### src/rtl/hazard_controller_if.sv
// Hazard controller bus bundle.
// Groups every pipeline-facing signal of hazard_controller. Clock and reset
// stay plain ports on the module.
//   master : pipeline side, drives hazard inputs and observes controls
//   slave  : hazard_controller side
// Handshake semantics: there is no valid/ready pair on this bus. Every input
// is a level sampled each cycle. Every enable output is a same-cycle
// combinational response to those levels and the current state.
interface hazard_controller_if #(
  parameter int TAM_DIREC_REG = 5
);
  logic [TAM_DIREC_REG-1:0] i_rs_if_id;
  logic [TAM_DIREC_REG-1:0] i_rt_if_id;
  logic                     i_uses_rt_if_id;
  logic [TAM_DIREC_REG-1:0] i_rt_id_ex;
  logic                     i_mem_read_id_ex;
  logic                     i_branch_taken;
  logic                     i_jump;
  logic                     i_halt;
  logic                     i_step_en;
  logic                     i_step_req;
  logic                     o_pipe_en;
  logic                     o_pc_write;
  logic                     o_if_id_write;
  logic                     o_id_ex_bubble;
  logic                     o_if_id_flush;
  logic                     o_halted;
  logic [1:0]               o_state;
  logic [15:0]              o_stall_count;

  modport master (
    output i_rs_if_id, i_rt_if_id, i_uses_rt_if_id, i_rt_id_ex,
           i_mem_read_id_ex, i_branch_taken, i_jump, i_halt,
           i_step_en, i_step_req,
    input  o_pipe_en, o_pc_write, o_if_id_write, o_id_ex_bubble,
           o_if_id_flush, o_halted, o_state, o_stall_count
  );

  modport slave (
    input  i_rs_if_id, i_rt_if_id, i_uses_rt_if_id, i_rt_id_ex,
           i_mem_read_id_ex, i_branch_taken, i_jump, i_halt,
           i_step_en, i_step_req,
    output o_pipe_en, o_pc_write, o_if_id_write, o_id_ex_bubble,
           o_if_id_flush, o_halted, o_state, o_stall_count
  );
endinterface

### src/rtl/hazard_controller.sv
// Pipeline hazard controller.
// Detects load-use hazards between ID/EX and IF/ID and inserts
// LOAD_STALL_CYCLES bubbles for each one. Flushes IF/ID on a taken branch
// or a jump. Freezes the pipeline on HALT, which only reset releases.
// Gates all progress with a debug single-step mode.
// Ports:
//   i_clk   : clock, all state changes on the rising edge
//   i_rst_n : asynchronous active-low reset
//   bus     : hazard_controller_if.slave (hazard inputs, enables, debug state)
module hazard_controller #(
  parameter int TAM_DIREC_REG     = 5,
  parameter int LOAD_STALL_CYCLES = 1
) (
  input  logic                i_clk,
  input  logic                i_rst_n,
  hazard_controller_if.slave  bus
);

  typedef enum logic [1:0] {
    ST_RUN        = 2'b00,
    ST_LOAD_STALL = 2'b01,
    ST_HALTED     = 2'b10,
    ST_ILLEGAL    = 2'b11
  } state_t;

  // Bubbles still owed after the one issued on the detection cycle.
  localparam logic [2:0] STALL_RELOAD = 3'(LOAD_STALL_CYCLES - 1);

  state_t      state;
  logic [2:0]  stall_left;
  logic        halted;
  logic [15:0] stall_count;

  logic [TAM_DIREC_REG-1:0] rs_if_id;
  logic [TAM_DIREC_REG-1:0] rt_if_id;
  logic [TAM_DIREC_REG-1:0] rt_id_ex;
  logic hz;
  logic adv;
  logic transfer;
  logic pipe_en;
  logic pc_write;
  logic if_id_write;
  logic id_ex_bubble;
  logic if_id_flush;
  logic count_bubble;

  assign rs_if_id = bus.i_rs_if_id;
  assign rt_if_id = bus.i_rt_if_id;
  assign rt_id_ex = bus.i_rt_id_ex;

  // Register 0 is hardwired, so a load into it never creates a dependency.
  assign hz = bus.i_mem_read_id_ex && (rt_id_ex != '0) &&
              ((rt_id_ex == rs_if_id) ||
               (bus.i_uses_rt_if_id && (rt_id_ex == rt_if_id)));
  assign adv      = !bus.i_step_en || bus.i_step_req;
  assign transfer = bus.i_branch_taken || bus.i_jump;

  always_comb begin
    pipe_en      = 1'b0;
    pc_write     = 1'b0;
    if_id_write  = 1'b0;
    id_ex_bubble = 1'b0;
    if_id_flush  = 1'b0;
    case (state)
      ST_RUN: begin
        pipe_en = adv;
        if (adv) begin
          // A hazard wins over a transfer. The branch stays in IF/ID and is
          // re-evaluated once the stall clears.
          if (hz) begin
            id_ex_bubble = 1'b1;
          end else begin
            pc_write    = 1'b1;
            if_id_write = 1'b1;
            if_id_flush = transfer;
          end
        end
      end
      ST_LOAD_STALL: begin
        pipe_en      = adv;
        id_ex_bubble = adv;
      end
      ST_HALTED: begin
        id_ex_bubble = 1'b1;
      end
      default: begin
        // Unreachable encoding: every enable stays low for one cycle.
      end
    endcase
  end

  // HALTED drives a bubble too, but it is not a load-use bubble.
  assign count_bubble = adv && id_ex_bubble && (state != ST_HALTED);

  always_ff @(posedge i_clk or negedge i_rst_n) begin
    if (!i_rst_n) begin
      state       <= ST_RUN;
      stall_left  <= 3'd0;
      halted      <= 1'b0;
      stall_count <= 16'd0;
    end else begin
      if (count_bubble && (stall_count != 16'hFFFF)) begin
        stall_count <= stall_count + 16'd1;
      end
      case (state)
        ST_RUN: begin
          if (adv) begin
            if (hz) begin
              stall_left <= STALL_RELOAD;
            end
            if (bus.i_halt) begin
              state  <= ST_HALTED;
              halted <= 1'b1;
            end else if (hz) begin
              state <= (STALL_RELOAD != 3'd0) ? ST_LOAD_STALL : ST_RUN;
            end
          end
        end
        ST_LOAD_STALL: begin
          if (adv) begin
            stall_left <= stall_left - 3'd1;
            if (bus.i_halt) begin
              state  <= ST_HALTED;
              halted <= 1'b1;
            end else if (stall_left == 3'd1) begin
              state <= ST_RUN;
            end
          end
        end
        ST_HALTED: begin
          state <= ST_HALTED;
        end
        default: begin
          state      <= ST_RUN;
          stall_left <= 3'd0;
        end
      endcase
    end
  end

  assign bus.o_pipe_en      = pipe_en;
  assign bus.o_pc_write     = pc_write;
  assign bus.o_if_id_write  = if_id_write;
  assign bus.o_id_ex_bubble = id_ex_bubble;
  assign bus.o_if_id_flush  = if_id_flush;
  assign bus.o_halted       = halted;
  assign bus.o_state        = state;
  assign bus.o_stall_count  = stall_count;

endmodule

### src/flat_wrapper.sv
// flat-port wrapper written by rule: the top's interface ports become plain ports
module hazard_controller_flat 
#(
  parameter int TAM_DIREC_REG     = 5,
  parameter int LOAD_STALL_CYCLES = 1
)
  (i_clk, i_rst_n, bus_i_rs_if_id, bus_i_rt_if_id, bus_i_uses_rt_if_id, bus_i_rt_id_ex, bus_i_mem_read_id_ex, bus_i_branch_taken, bus_i_jump, bus_i_halt, bus_i_step_en, bus_i_step_req, bus_o_pipe_en, bus_o_pc_write, bus_o_if_id_write, bus_o_id_ex_bubble, bus_o_if_id_flush, bus_o_halted, bus_o_state, bus_o_stall_count);
  hazard_controller_if #(.TAM_DIREC_REG(TAM_DIREC_REG)) bus_i ();
  input  logic i_clk;
  input  logic i_rst_n;
  input wire logic [$bits(bus_i.i_rs_if_id)-1:0] bus_i_rs_if_id;
  input wire logic [$bits(bus_i.i_rt_if_id)-1:0] bus_i_rt_if_id;
  input wire logic [$bits(bus_i.i_uses_rt_if_id)-1:0] bus_i_uses_rt_if_id;
  input wire logic [$bits(bus_i.i_rt_id_ex)-1:0] bus_i_rt_id_ex;
  input wire logic [$bits(bus_i.i_mem_read_id_ex)-1:0] bus_i_mem_read_id_ex;
  input wire logic [$bits(bus_i.i_branch_taken)-1:0] bus_i_branch_taken;
  input wire logic [$bits(bus_i.i_jump)-1:0] bus_i_jump;
  input wire logic [$bits(bus_i.i_halt)-1:0] bus_i_halt;
  input wire logic [$bits(bus_i.i_step_en)-1:0] bus_i_step_en;
  input wire logic [$bits(bus_i.i_step_req)-1:0] bus_i_step_req;
  output wire logic [$bits(bus_i.o_pipe_en)-1:0] bus_o_pipe_en;
  output wire logic [$bits(bus_i.o_pc_write)-1:0] bus_o_pc_write;
  output wire logic [$bits(bus_i.o_if_id_write)-1:0] bus_o_if_id_write;
  output wire logic [$bits(bus_i.o_id_ex_bubble)-1:0] bus_o_id_ex_bubble;
  output wire logic [$bits(bus_i.o_if_id_flush)-1:0] bus_o_if_id_flush;
  output wire logic [$bits(bus_i.o_halted)-1:0] bus_o_halted;
  output wire logic [$bits(bus_i.o_state)-1:0] bus_o_state;
  output wire logic [$bits(bus_i.o_stall_count)-1:0] bus_o_stall_count;
  assign bus_i.i_rs_if_id = bus_i_rs_if_id;
  assign bus_i.i_rt_if_id = bus_i_rt_if_id;
  assign bus_i.i_uses_rt_if_id = bus_i_uses_rt_if_id;
  assign bus_i.i_rt_id_ex = bus_i_rt_id_ex;
  assign bus_i.i_mem_read_id_ex = bus_i_mem_read_id_ex;
  assign bus_i.i_branch_taken = bus_i_branch_taken;
  assign bus_i.i_jump = bus_i_jump;
  assign bus_i.i_halt = bus_i_halt;
  assign bus_i.i_step_en = bus_i_step_en;
  assign bus_i.i_step_req = bus_i_step_req;
  assign bus_o_pipe_en = bus_i.o_pipe_en;
  assign bus_o_pc_write = bus_i.o_pc_write;
  assign bus_o_if_id_write = bus_i.o_if_id_write;
  assign bus_o_id_ex_bubble = bus_i.o_id_ex_bubble;
  assign bus_o_if_id_flush = bus_i.o_if_id_flush;
  assign bus_o_halted = bus_i.o_halted;
  assign bus_o_state = bus_i.o_state;
  assign bus_o_stall_count = bus_i.o_stall_count;
  hazard_controller #(.TAM_DIREC_REG(TAM_DIREC_REG), .LOAD_STALL_CYCLES(LOAD_STALL_CYCLES)) u_core (.i_clk(i_clk), .i_rst_n(i_rst_n), .bus(bus_i));
endmodule
### config.mk
export PLATFORM = sky130hd
export DESIGN_NAME = hazard_controller_flat
export DESIGN_NICKNAME = d
export VERILOG_FILES = /design/src/rtl/hazard_controller_if.sv /design/src/rtl/hazard_controller.sv /design/src/flat_wrapper.sv
export SDC_FILE = /design/constraint.sdc
export NUM_CORES = 1
export LEC_CHECK = 0
export BUFFER_PORTS_ARGS = -buffer_cell sky130_fd_sc_hd__buf_2
export CAP_MARGIN = 20
export CORE_AREA = 8 8 57 59
export CTS_CLUSTER_DIAMETER = 80
export DETAILED_ROUTE_END_ITERATION = 12
export DIE_AREA = 0 0 65 67
export PLACE_DENSITY = 0.75
export SLEW_MARGIN = 25
export SYNTH_ARGS = -nofsm -noshare
export SYNTH_HDL_FRONTEND = slang
export SYNTH_SLANG_ARGS = --single-unit
export TNS_END_PERCENT = 100
### constraint.sdc
create_clock -name i_clk -period 6.2 [get_ports i_clk]
set_input_delay 1.24 -clock i_clk [delete_from_list [all_inputs] [get_ports i_clk]]
set_output_delay 1.24 -clock i_clk [all_outputs]
set_load 0.05 [all_outputs]
# Word-level counts from Yosys, hierarchy flattened

Index checks and enable logic that the tools add are counted.

Output and inout bits: 24
Bits in registers: 22

Equal/unequal tests: 12
Multiplexer cells: 21
Add/sub/neg operators: 2
Reductions and logical operators: 16
Bitwise logic cells: 1

Operators with widths:

| operator                                                              | count |
|---|---|
| 16-bit by 1-bit adder with 16-bit output, second input constant       | 1 |
| 16-bit != test, second input constant                                 | 1 |
| 2-bit two-way mux                                                     | 6 |
| 5-bit equality test                                                   | 2 |
| 1-bit two-way mux                                                     | 9 |
| 3-bit two-way mux                                                     | 3 |
| 3-bit case mux with 3 select lines                                    | 1 |
| 4-bit AND reduction                                                   | 2 |
| 1-bit logical AND                                                     | 6 |
| 2-bit by 1-bit != test with 1-bit output, second input constant       | 3 |
| 3-bit by 2-bit != test with 1-bit output, second input constant       | 2 |
| 2-bit case mux with 3 select lines                                    | 1 |
| 5-bit nonzero test                                                    | 1 |
| 3-bit by 1-bit equality test with 1-bit output, second input constant | 1 |
| 1-bit logical OR                                                      | 3 |
| 1-bit case mux with 3 select lines                                    | 1 |
| 3-bit AND reduction                                                   | 1 |
| 3-bit by 1-bit subtractor with 3-bit output, second input constant    | 1 |
| 2-bit by 1-bit equality test with 1-bit output, second input constant | 1 |
| 2-bit equality test, second input constant                            | 1 |
| 2-bit logical NOT                                                     | 1 |
| 2-bit != test, second input constant                                  | 1 |
| 2-bit OR reduction                                                    | 1 |
| 1-bit logical NOT                                                     | 1 |
| 1-bit NOT                                                             | 1 |

# Logic depth before layout (Yosys ltp)

Gate-level depths: netlist of run 1.

Word-level depth: 10
Depth in mapped cells: 8
Depth with buffers taken out: 7

# Least setup slack after synthesis of run 1

No wires, ideal clock.

Path kind: input-to-output
From: input bus_i_rt_id_ex[0]
To: output bus_o_if_id_flush
Arrival time: 3.468 ns
Stages: 5
Data required time: 4.960 ns
Path slack: 1.492 ns
Cell sequence: or4_1 -> o21ai_0 -> nor2_1 -> nor2_1 -> o21a_1

Cells in the longest elaborated chain, start to end: 7

Ends and longest elaborated chain:

| what                  | line                    | RTL |
|---|---|---|
| start, declared       | flat_wrapper.sv:14      | `input wire logic [$bits(bus_i.i_rt_id_ex)-1:0] bus_i_rt_id_ex;` |
| 5-bit equality test   | hazard_controller.sv:54 | `(bus.i_uses_rt_if_id && (rt_id_ex == rt_if_id)));` |
| 1-bit logical AND     | hazard_controller.sv:54 |  |
| 1-bit logical OR      | hazard_controller.sv:53 | `((rt_id_ex == rs_if_id) \|\|` |
| 1-bit logical AND (*) | hazard_controller.sv:52 | `assign hz = bus.i_mem_read_id_ex && (rt_id_ex != '0) &&` |
| 1-bit two-way mux (*) | hazard_controller.sv:70 | `if (hz) begin` |
| 1-bit two-way mux (*) | hazard_controller.sv:67 | `if (adv) begin` |
| 1-bit two-way mux (*) | hazard_controller.sv:64 | `case (state)` |
| end, declared         | flat_wrapper.sv:25      | `output wire logic [$bits(bus_i.o_if_id_flush)-1:0] bus_o_if_id_flush;` |

Mark *: on every way between the ends. The rest lies on a longest branch, timed or not.

# Worst setup path after layout of run 1

Ends and elaborated chain as after synthesis.

==> results of run 1 <==
## cell usage after synthesis, drive strengths merged
master  instances
a32oi           1
buf             3
o21a            1
nor2            5
xnor2          15
mux2            1
and4            1
nand2b          1
and2b           1
conb            1
o21ai           1
ha              1
a21o            3
xor2           10
nor3            1
dfrtp          18
or2b            1
or4             1
nor4            4
nand3           7
and3            3
nand4           8
inv             2
nand2           4
## area by class of cell
type / instances / share of cell area
Multi-Input combinational cell: 71 / 0.408
Sequential cell: 18 / 0.350
Clock buffer: 4 / 0.0282
Tap cell: 30 / 0.0292
Inverter: 2 / 0.00584
Timing Repair Buffer: 46 / 0.179
## logic make-up (layout without fill, tap and decap cells)
logic type                 Yosys count  in the layout  synth area share
AOI/OAI and AO/OA                    6              6            0.0434
xor gates and xnor gates            25             25             0.217
and+or+nand+nor                     37             37             0.232
muxes                                1              1            0.0112
other                                1              1           0.00372
buffers and inverters                5             52            0.0335
DFF                                 18             18             0.447
adders and majority gates            1              1            0.0124
## registers in the layout, indices dropped and copies added, names as in the netlist
| signal | count |
|---|---|
| u_core.bus.o_stall_count | 16 |
| u_core.bus.o_halted | 1 |
| u_core.bus.o_state | 1 |
## critical path, stage by stage
cell                      delay, ns
sky130_fd_sc_hd__buf_2         0.12
sky130_fd_sc_hd__or4_1         0.50
sky130_fd_sc_hd__o21ai_0       0.37
sky130_fd_sc_hd__nor2_1        0.15
sky130_fd_sc_hd__nor2_1        0.19
sky130_fd_sc_hd__o21a_1        0.14
sky130_fd_sc_hd__buf_2         0.25
## routing by layer
layer / GRT usage / routed length [microns] / vias up / part of all wire
met3: 0.0201 / 153 / 4 / 0.066
met1: 0.121 / 895 / 385 / 0.39
met4: 0.0817 / 63 / 0 / 0.027
met2: 0.202 / 1190 / 31 / 0.52
li1: - / - / 421 / -
met5: 0 / 0 / - / 0
## how the worst min path moves through the flow
stage / depth (start not counted) / slack, ns / start / end
finish: 1 / 0.48 / u_core.bus.o_halted / u_core.bus.o_halted
global placement: 1 / 0.46 / u_core.bus.o_halted / u_core.bus.o_halted
floorplan: 1 / 0.76 / u_core.bus.o_halted / u_core.bus.o_halted
CTS: 1 / 0.49 / u_core.bus.o_halted / u_core.bus.o_halted
detailed placement: 1 / 0.46 / u_core.bus.o_halted / u_core.bus.o_halted
global route: 1 / 0.51 / u_core.bus.o_halted / u_core.bus.o_halted
## power groups by stage
stage	sequential (mW)	combinational (mW)	clock, mW
after floorplan	0.126	0.00985	0
after global placement	0.122	0.0266	0
after detailed placement	0.122	0.0280	0
after CTS	0.120	0.0280	0.0750
after global routing	0.120	0.0303	0.0796
final	0.120	0.0274	0.0724
==> results list, run 1 <==
* Status: completed
- Subtracting the final worst setup slack from the clock period gives 4.21 ns.
- The path class of the tightest hold or removal check is flip-flop to flip-flop.
- Post-CTS repair changed the size of 0 cells.
- At the end of routability-driven placement, the weighted congestion stood at 0.707.
* Startpoint kind of the worst setup timing path: primary input
* Number of vias in the routed layout: 841
- For this design the ratio of total power to cell area is 171 nW/um^2.
* Footprint of the multi-input gates: 524 sq um
- Part of the total power dissipated in the clock network: 0.330
* Number of buffers on the longest clock path: 2
- Largest net degree at the start of global routing: 19
* Number of fill cells in the layout: 219
- Across all register-to-register paths, the minimum setup slack is 4.01 ns.
- CTS Sinks: 18
- Before antenna repair, the detailed router went through 2 iterations.
- Leaving out fill and tap cells, the most frequent cell in the layout is sky130_fd_sc_hd__buf_2.
- Post-CTS setup buffer count: 0
- Max-cap violations in this run came to 0.
* Clock buffers created by TritonCTS: 3
- The root buffer cell chosen for the clock tree is sky130_fd_sc_hd__clkbuf_4.
- Number of rows in the core area: 18
- Critical path peak fanout: 3
* Setup repair after global routing missed its margin: false
- Proportion of layout cells with a drive suffix above 1: 0.390
- Non-filler instance count after layout: 171
- Once routing completed, OpenROAD measured the worst setup slack at 1.99 ns.
- The internal power of the cells totals 0.165 mW.
- 0 antenna diodes ended up in the layout.
- On the final layout, the worst hold slack is 0.480 ns.
- TritonCTS built the clock tree.
- The total count of hold-check failures in the final report was 0.
- The worst setup path is captured at a primary output.
- The startpoint identified for the worst register-to-register timing path is u_core.bus.o_stall_count[0].
- The first global-routing pass estimated 3930 microns of wire.
* Count of hold-fix buffers inserted at cts: 0
* Fmax: 237 MHz
* Syn avg cell area: 10.7 sq um
- Summed negative setup slack over all endpoints: 0 ns
- Detailed placement ended at an HPWL of 1960 microns.
- Total grt overflow: 0
- The critical path ends at bus_o_if_id_flush.
* PnR Total Power: 0.220 mW
* Number of placed instances, taps included: 167
- For this run, the register share of the synthesized area comes to 0.447.
* Iteration-0 DRC Markers: 27
* Part of the power in combinational logic: 0.125
* Footprint of the flip-flops and latches: 450 sq um
* Portion of the clock cycle consumed by the worst path in the final layout: 0.679
- After detailed placement, the total cell area comes to 1250 sq um.
* Via count of the first global-routing pass: 945
- At the pin with the least slew margin, the transition time is 0.775 ns.
- Final standard cell area without fillers: 1290 sq um
* Summed instance area of the synthesized netlist: 1010 sq um
* Max-slew violation count: 0
- The endpoint identified for the worst register-to-register timing path is u_core.bus.o_stall_count[1].
- Ranking of synthesized cells by area: sky130_fd_sc_hd__dfrtp_1 (45%), sky130_fd_sc_hd__xnor2_1 (13%), sky130_fd_sc_hd__xor2_1 (8.7%), sky130_fd_sc_hd__nand4_1 (4.3%), sky130_fd_sc_hd__nand3_1 (3.5%)
* CP Launch Point: bus_i_rt_id_ex[0]
- In the routed layout, each cell is associated on average with a via count of 4.92.
- Wires add up to 2310 microns.
- Setup violations remaining at the end of the flow were counted as 0.
* Top-level I/O count: 48
- The analysis attributes to net switching a power of 0.0546 mW.
- During synthesis, Yosys emitted a total of 0 warnings.
- The initial utilization of the core area, before any placement, comes to 0.426.
- Htree depth: 1
* Standby leakage power: 0.661 nW
- Die height: 67 microns
- Clock latency on the worst-skew pair, taken at its later pin, is 0.29 ns.
- GRT Resource Usage Total: 0.114
- For this run, the share of the core covered by cells in the final layout is 0.544.
* Number of flip-flops and latches in the synthesized netlist: 18
* Die Area: 4360 sq um
- The count of nets left with antenna violations once routing finished came out at 0.
- Initial antenna violation count: 0
- Clock-pin slew on the worst setup and hold paths: 0.10 ns
- Floorplan core area: 2360 sq um
* Post-synthesis cell type with the largest combined area: sky130_fd_sc_hd__dfrtp_1
- Across the VDD grid, the largest voltage drop is 78.3 uV.
- Net Sw Frac: 0.249
- Data arrives at the worst endpoint at 2.97 ns.
* Worst Clk Skew: 0.00232 ns
- Layout Area Growth over Synthesis: 27.5%
* # DRC: 0
* Post-synthesis net count: 119
* Worst slack at placement: 1.99 ns
- Instance count of the mapped netlist: 94
- After detailed routing, the average wire length per cell comes to 13.5 microns.
- The die is 65 microns wide.
- Layout net count: 167
- Kind of critical path: primary input to primary output
- Number of distinct standard cells referenced by the synthesized netlist: 28
- Most used cells in the layout excluding fill and tap cells: sky130_fd_sc_hd__buf_2 (46), sky130_fd_sc_hd__dfrtp_1 (18), sky130_fd_sc_hd__xnor2_1 (15)
- Max-slew headroom: 0.479
* Worst endpoint required time: 4.96 ns
- Reg2Reg Depth: 6
* Proportion of netlist area held by the largest area contributor: 0.447
- Sequential share of power: 0.545
- During placement, the flow inserted port buffers numbering 46.
(Power assumes the default switching activity.)
==> run 2: changes to the inputs <==
--- a/config.mk
+++ b/config.mk
@@ -5,13 +5,14 @@
 export SDC_FILE = /design/constraint.sdc
 export NUM_CORES = 1
 export LEC_CHECK = 0
+export ABC_AREA = 1
 export BUFFER_PORTS_ARGS = -buffer_cell sky130_fd_sc_hd__buf_2
 export CAP_MARGIN = 20
-export CORE_AREA = 8 8 57 59
+export CORE_AREA = 8 8 65 67
 export CTS_CLUSTER_DIAMETER = 80
 export DETAILED_ROUTE_END_ITERATION = 12
-export DIE_AREA = 0 0 65 67
-export PLACE_DENSITY = 0.75
+export DIE_AREA = 0 0 73 75
+export PLACE_DENSITY = 0.74
 export SLEW_MARGIN = 25
 export SYNTH_ARGS = -nofsm -noshare
 export SYNTH_HDL_FRONTEND = slang
==> constraint.sdc (replaced) <==
create_clock -name i_clk -period 3.5 [get_ports i_clk]
set_input_delay 0.7 -clock i_clk [delete_from_list [all_inputs] [get_ports i_clk]]
set_output_delay 0.7 -clock i_clk [all_outputs]
set_load 0.05 [all_outputs]
==> results list, run 2 <==
* Iteration-0 DRC Markers: 106
- Critical Path AT: 1.93 ns
- Instance count of the mapped netlist: 222
- Number of flip-flops and latches in the synthesized netlist: 18
- Cell area power density: 234 nW/um^2
* Max-slew violation count: 0
- Sequential share of the synthesized area: 0.323
- In this run the number of H-tree levels came out at 1.
- Once the clock tree was built, the resizer swapped 0 gates to a different size.
- In the post-synthesis netlist, the cell with the most instances is sky130_fd_sc_hd__nand2_1.
* Layout Area Growth over Synthesis: 20.6%
- Proportion of layout cells with a drive suffix above 1: 0.213
* Die outline width: 73 microns
- Portion of the clock cycle consumed by the worst path in the final layout: 0.753
- For this run, design rule violations remaining after detail routing come to 0.
- Global routing finished with a remaining overflow of 0.
* GRT Resource Usage Total: 0.130
- In the final routed layout, each cell accounts on average for 11.0 microns.
- Of the total power, the clock network draws 0.335.
* Part of the power in combinational logic: 0.133
- Flip-flop cell with the highest count after synthesis: sky130_fd_sc_hd__dfrtp_1
- Number of antenna repair diodes: 0
- In this run the worst path has a maximum fanout of 18.
- Syn avg cell area: 6.27 sq um
- Area after detailed placement: 1640 sq um
- Final design utilization: 0.520
* Cell chosen for the clock root: sky130_fd_sc_hd__clkbuf_4
- Post-CTS setup buffer count: 0
* Post-synthesis net count: 247
- The die is 75 microns tall.
* Fraction of registers with async set or reset after synthesis: 1.00
- Final standard cell area without fillers: 1680 sq um
* Number of vias in the routed layout: 1501
* Summed instance area of the synthesized netlist: 1390 sq um
* Worst Setup End Kind: primary output
- The library cell used most frequently in the layout, excluding fill and tap cells, is sky130_fd_sc_hd__nand2_1.
* Number of flip-flops under the largest register name: 16
- Worst-Skew Late Latency: 0.29 ns
* TritonCTS clock tree: built
* Final RePlAce weighted congestion: 0.834
- Timing would allow up to 380 MHz.
- Once detail routing completed, the nets flagged for antenna violations numbered 0.
- Number of buffer cells added on primary ports: 46
* Most used cells in the layout excluding fill and tap cells: sky130_fd_sc_hd__nand2_1 (92), sky130_fd_sc_hd__buf_2 (46), sky130_fd_sc_hd__inv_1 (27)
- Kind of critical path: primary input to primary output
* Final-report setup violation count: 0
* Ranking of synthesized cells by area: sky130_fd_sc_hd__dfrtp_1 (32%), sky130_fd_sc_hd__nand2_1 (25%), sky130_fd_sc_hd__nand4_1 (9.4%), sky130_fd_sc_hd__inv_1 (7.3%), sky130_fd_sc_hd__nor2_1 (6.7%)
- Non-filler instance count after layout: 313
- Number of distinct standard cells referenced by the synthesized netlist: 21
- The net count of the finished layout is 293.
- Clock skew on the completed layout was measured at 0.00193 ns.
* Global-route wire length before repair: 5950 microns
* Net Sw Frac: 0.259
- Clock-pin slew on the worst setup and hold paths: 0.11 ns
- The clock period could shrink to 2.63 ns.
- Of the total power, registers draw 0.532.
- Power spent charging and discharging nets: 0.102 mW
- After floorplanning, the core was divided into 21 placement rows.
- Post-synthesis cell type with the largest combined area: sky130_fd_sc_hd__dfrtp_1
- After floorplanning, the core was sized to cover 3230 sq um.
* Max cap viols: 0
- Summed over all cells, the static leakage comes to 0.997 nW.
- Across the VDD grid, the largest voltage drop is 82.7 uV.
- Top-level I/O count: 48
* Proportion of netlist area held by the largest area contributor: 0.323
* Synth top cells by count: sky130_fd_sc_hd__nand2_1 (92), sky130_fd_sc_hd__inv_1 (27), sky130_fd_sc_hd__nor2_1 (25)
- Count of hold-fix buffers inserted at cts: 0
* Clock buffers created by TritonCTS: 3
- Worst endpoint required time: 2.80 ns
- Number of warning messages in the yosys log: 0
- The initial antenna violation count came to 0.
- Post-Route Hold Slack: 0.313 ns
- Clock tree synthesis found a total of 18 sinks.
- Cell internal power was estimated by the tool at 0.291 mW.
* Initial standard-cell utilization of the core: 0.431
- The synthesized design contains 0 enable-type register cells.
- Final hold violation count: 0
- The die covers 5480 sq um.
* HPWL Detailed: 2690 microns
- Number of placed instances, taps included: 309
- Entering global routing, the biggest net connects 19 pins.
- Total detailed-routing wirelength: 3440 microns
- Number of buffers on the longest clock path: 2
* Via density per instance: 4.80
- Before antenna repair, the detailed router went through 4 iterations.
- Summed over all failing endpoints, the final setup total negative slack is 0 ns.
- The worst hold path belongs to the class primary input to asynchronous set/reset pin.
* Via count of the first global-routing pass: 1430
- Startpoint kind of the worst setup timing path: primary input
* Status: completed
- Setup repair after global routing left no endpoint under its margin.
==> run 2: cell count changes in the layout (fill, tap and decap cells not counted), sizes merged, moves of 5 or more <==
cell   change
nand3      +5
inv       +27
xor2       -5
nor2      +22
nand2     +89
nand4     +13
xnor2     -12
==> run 2: power by group through the flow <==
stage,sequential [mW],combinational [mW],clock [mW]
3_5_place_dp,0.213,0.0528,0
2_1_floorplan,0.216,0.0265,0
4_1_cts,0.209,0.0529,0.139
5_1_grt,0.209,0.0599,0.149
3_3_place_gp,0.213,0.0523,0
6_report,0.209,0.0522,0.131
==> run 2: per-stage QoR <==
step	setup WS (ns)	total power [mW]
floorplan	0.434	0.242
global placement	0.894	0.265
detailed placement	0.847	0.266
CTS	0.847	0.401
global route	0.686	0.418
finish	0.865	0.392
==> run 2: area by class of cell <==
type	count	area, sq um
fill	351	1550
multi-input combinational	169	788
sequential	18	450
timing repair buffer	47	238
inverter	29	109
tap	46	57.6
clock buffer	4	36.3
==> run 2: cells by family (layout without fill, tap and decap cells) <==
group,Yosys count,count (layout),synth area share
adder cells (fa/ha/maj),1,1,0.00898
XOR/XNOR,8,8,0.0503
AND/OR/NAND/NOR,154,154,0.484
other,1,1,0.00269
buffers and inverters,35,80,0.111
flip-flops,18,18,0.323
AO/OA/AOI/OAI,5,5,0.0198
==> run 2: critical path, cell delays in order <==
cell and delay [ns]:
sky130_fd_sc_hd__buf_2 0.11, sky130_fd_sc_hd__inv_1 0.08, sky130_fd_sc_hd__nand4_1 0.09, sky130_fd_sc_hd__o21ai_0 0.19
sky130_fd_sc_hd__inv_2 0.19, sky130_fd_sc_hd__nand2_1 0.13, sky130_fd_sc_hd__nand2_1 0.08, sky130_fd_sc_hd__nor2_1 0.09
sky130_fd_sc_hd__buf_2 0.26
==> run 2: per-layer routing <==
layer | vias up | wire, microns | track usage
met5 | - | 0 | 0
met4 | 0 | 40 | 0.0467
met3 | 4 | 233 | 0.0226
met2 | 46 | 1640 | 0.213
met1 | 662 | 1520 | 0.167
li1 | 789 | - | -
==> run 2: path summary, 6_finish.rpt <==
kind                                             start                      endpoint  slack (ns)  cells after the start
max in group asynchronous                      i_rst_n   u_core.bus.o_stall_count[2]        2.91                      1
max                                  bus_i_rt_id_ex[3]             bus_o_if_id_flush        0.87                      9
min reg2reg                        u_core.bus.o_halted           u_core.bus.o_halted        0.46                      1
max reg2reg                u_core.bus.o_stall_count[0]  u_core.bus.o_stall_count[12]        1.73                      9
min                                            i_rst_n  u_core.bus.o_stall_count[14]        0.31                      1
min in group i_clk                 u_core.bus.o_halted           u_core.bus.o_halted        0.46                      1
==> run 3: changes to the inputs <==
--- a/config.mk
+++ b/config.mk
@@ -12,7 +12,7 @@
 export CTS_CLUSTER_DIAMETER = 80
 export DETAILED_ROUTE_END_ITERATION = 12
 export DIE_AREA = 0 0 73 75
-export PLACE_DENSITY = 0.74
+export PLACE_DENSITY = 0.71
 export SLEW_MARGIN = 25
 export SYNTH_ARGS = -nofsm -noshare
 export SYNTH_HDL_FRONTEND = slang
==> constraint.sdc (replaced) <==
create_clock -name i_clk -period 2.8 [get_ports i_clk]
set_input_delay 0.56 -clock i_clk [delete_from_list [all_inputs] [get_ports i_clk]]
set_output_delay 0.56 -clock i_clk [all_outputs]
set_load 0.05 [all_outputs]
==> results list, run 3 (synthesized netlist as in run 2, its figures left out) <==
- The run finished with clean final reports.
* Via count of the first global-routing pass: 1430
- Worst-Skew Late Latency: 0.29 ns
* Layout net count: 294
* Cell chosen for the clock root: sky130_fd_sc_hd__clkbuf_4
* VDD IR max: 107 uV
* Wire length per cell: 11.1 microns
- During placement, the flow inserted port buffers numbering 46.
- Iteration-0 DRC Markers: 102
* Count of hold-fix buffers inserted at cts: 0
- From synthesis to final layout, the design area changed by 21.1%.
- Setup violations remaining at the end of the flow were counted as 0.
- Die Area: 5480 sq um
* Final hold violation count: 0
- Initial standard-cell utilization of the core: 0.431
* Initial antenna violation count: 0
* Most used cells in the layout excluding fill and tap cells: sky130_fd_sc_hd__nand2_1 (92), sky130_fd_sc_hd__buf_2 (46), sky130_fd_sc_hd__inv_1 (27)
- The routed layout has 1495 vias.
- Startpoint kind of the worst setup timing path: primary input
- At the placement stage, the worst setup path has a slack of 0.600 ns.
* Kind of critical path: primary input to primary output
- Gates resized during post-CTS repair numbered 0.
- After clock tree synthesis, the setup repair step added 0 buffers.
* HPWL Detailed: 2690 microns
- Post-Route Hold Slack: 0.179 ns
* Max-slew violation count: 0
- TritonCTS clock tree: built
- The total area inside the core boundary comes to 3230 sq um.
- In this run the remaining antenna-violating nets after routing total 0.
- STA puts the critical path data required time at 2.24 ns.
- Setup repair after global routing missed its margin: false
- Leaving out fill and tap cells, the most frequent cell in the layout is sky130_fd_sc_hd__nand2_1.
- The die is 73 microns wide.
- Number of flip-flops under the largest register name: 16
- Of the available clock period, the critical path in the final layout requires 0.777.
- Proportion of layout cells with a drive suffix above 1: 0.216
- Summed negative setup slack over all endpoints: 0 ns
* Htree depth: 1
- Critical Path AT: 1.62 ns
- Max cap viols: 0
* Post-layout worst setup margin: 0.624 ns
* Top-level I/O count: 48
- Die height: 75 microns
- Critical path peak fanout: 3
- The tightest min-delay check is of the primary input to asynchronous set/reset pin type.
- Summed over all layers, the global routing overflow is 0.
- Number of rows in the core area: 21
* Worst Clk Skew: 0.00448 ns
- In the routed design, unresolved DRC markers number 0.
- The clock period could shrink to 2.18 ns.
* Clock buffers created by TritonCTS: 3
* Standby leakage power: 1.00 nW
* Final RePlAce weighted congestion: 0.832
* Clock-pin slew on the worst setup and hold paths: 0.11 ns
- No sink is reached through more buffers than the 2 on the longest clock path.
* Number of fill cells in the layout: 372
- Total detailed-routing wirelength: 3500 microns
- Fmax: 460 MHz
- Entering global routing, the biggest net connects 19 pins.
- Via density per instance: 4.76
- The first TritonRoute pass finished after 4 iterations.
* Global-route wire length before repair: 6010 microns
- Number of antenna repair diodes: 0
* Cell area power density: 291 nW/um^2
* GRT Resource Usage Total: 0.133
- Register-to-register setup slack: 1.01 ns
- The worst setup path is captured at a primary output.
- For this design, the sink count on the clock tree is 18.
-- run 3: cell types whose count changed in the layout (fill, tap and decap cells not counted), sizes merged --
cell  previous run  this run
buf             47        48
-- run 3: per-stage QoR --
step	area [sq um]	cells	utilization	power, mW
2_1_floorplan	1390	222	-	0.303
5_1_grt	1690	314	0.522	0.513
6_report	1690	314	0.522	0.490
3_3_place_gp	1650	310	0.511	0.334
4_1_cts	1690	314	0.522	0.496
3_5_place_dp	1650	310	0.511	0.334
-- run 3: per-layer routing --
metal / track usage / vias to the layer above / share of wire
met4: 0.0400 / 0 / 0.012
li1: - / 789 / -
met3: 0.0173 / 5 / 0.043
met2: 0.239 / 37 / 0.47
met5: 0 / - / 0
met1: 0.160 / 664 / 0.47
-- run 3: power breakdown --
part | internal (mW) | leakage, nW | switching (mW)
Clock | 0.0792 | 0.0210 | 0.0825
Sequential | 0.261 | 0.245 | 0.000380
Combinational | 0.0245 | 0.736 | 0.0428
-- run 3: worst paths after layout --
path	from	to	cells after the start
setup / recovery	bus_i_rt_id_ex[3]	bus_o_if_id_flush	9
hold / removal	i_rst_n	u_core.bus.o_stall_count[14]	1
setup reg to reg	u_core.bus.o_stall_count[0]	u_core.bus.o_stall_count[9]	9
hold reg to reg	u_core.bus.o_halted	u_core.bus.o_halted	1
max in group asynchronous	i_rst_n	u_core.bus.o_stall_count[1]	1
min in group i_clk	u_core.bus.o_halted	u_core.bus.o_halted	1
-- run 3: cell type report --
type	instances	area, sq um	area share
sequential	18	450	0.267
multi-input combinational	169	788	0.467
inverter	29	109	0.0645
timing repair buffer	48	245	0.145
clock buffer	4	36.3	0.0215
tap	46	57.6	0.0341
-- run 3: worst max-delay path, stage by stage --
cell and delay [ns]:
sky130_fd_sc_hd__buf_2 0.11, sky130_fd_sc_hd__inv_1 0.08, sky130_fd_sc_hd__nand4_1 0.09, sky130_fd_sc_hd__o21ai_0 0.21, sky130_fd_sc_hd__inv_2 0.05, sky130_fd_sc_hd__nand2_1 0.10
sky130_fd_sc_hd__nand2_1 0.07, sky130_fd_sc_hd__nor2_1 0.08, sky130_fd_sc_hd__buf_2 0.26
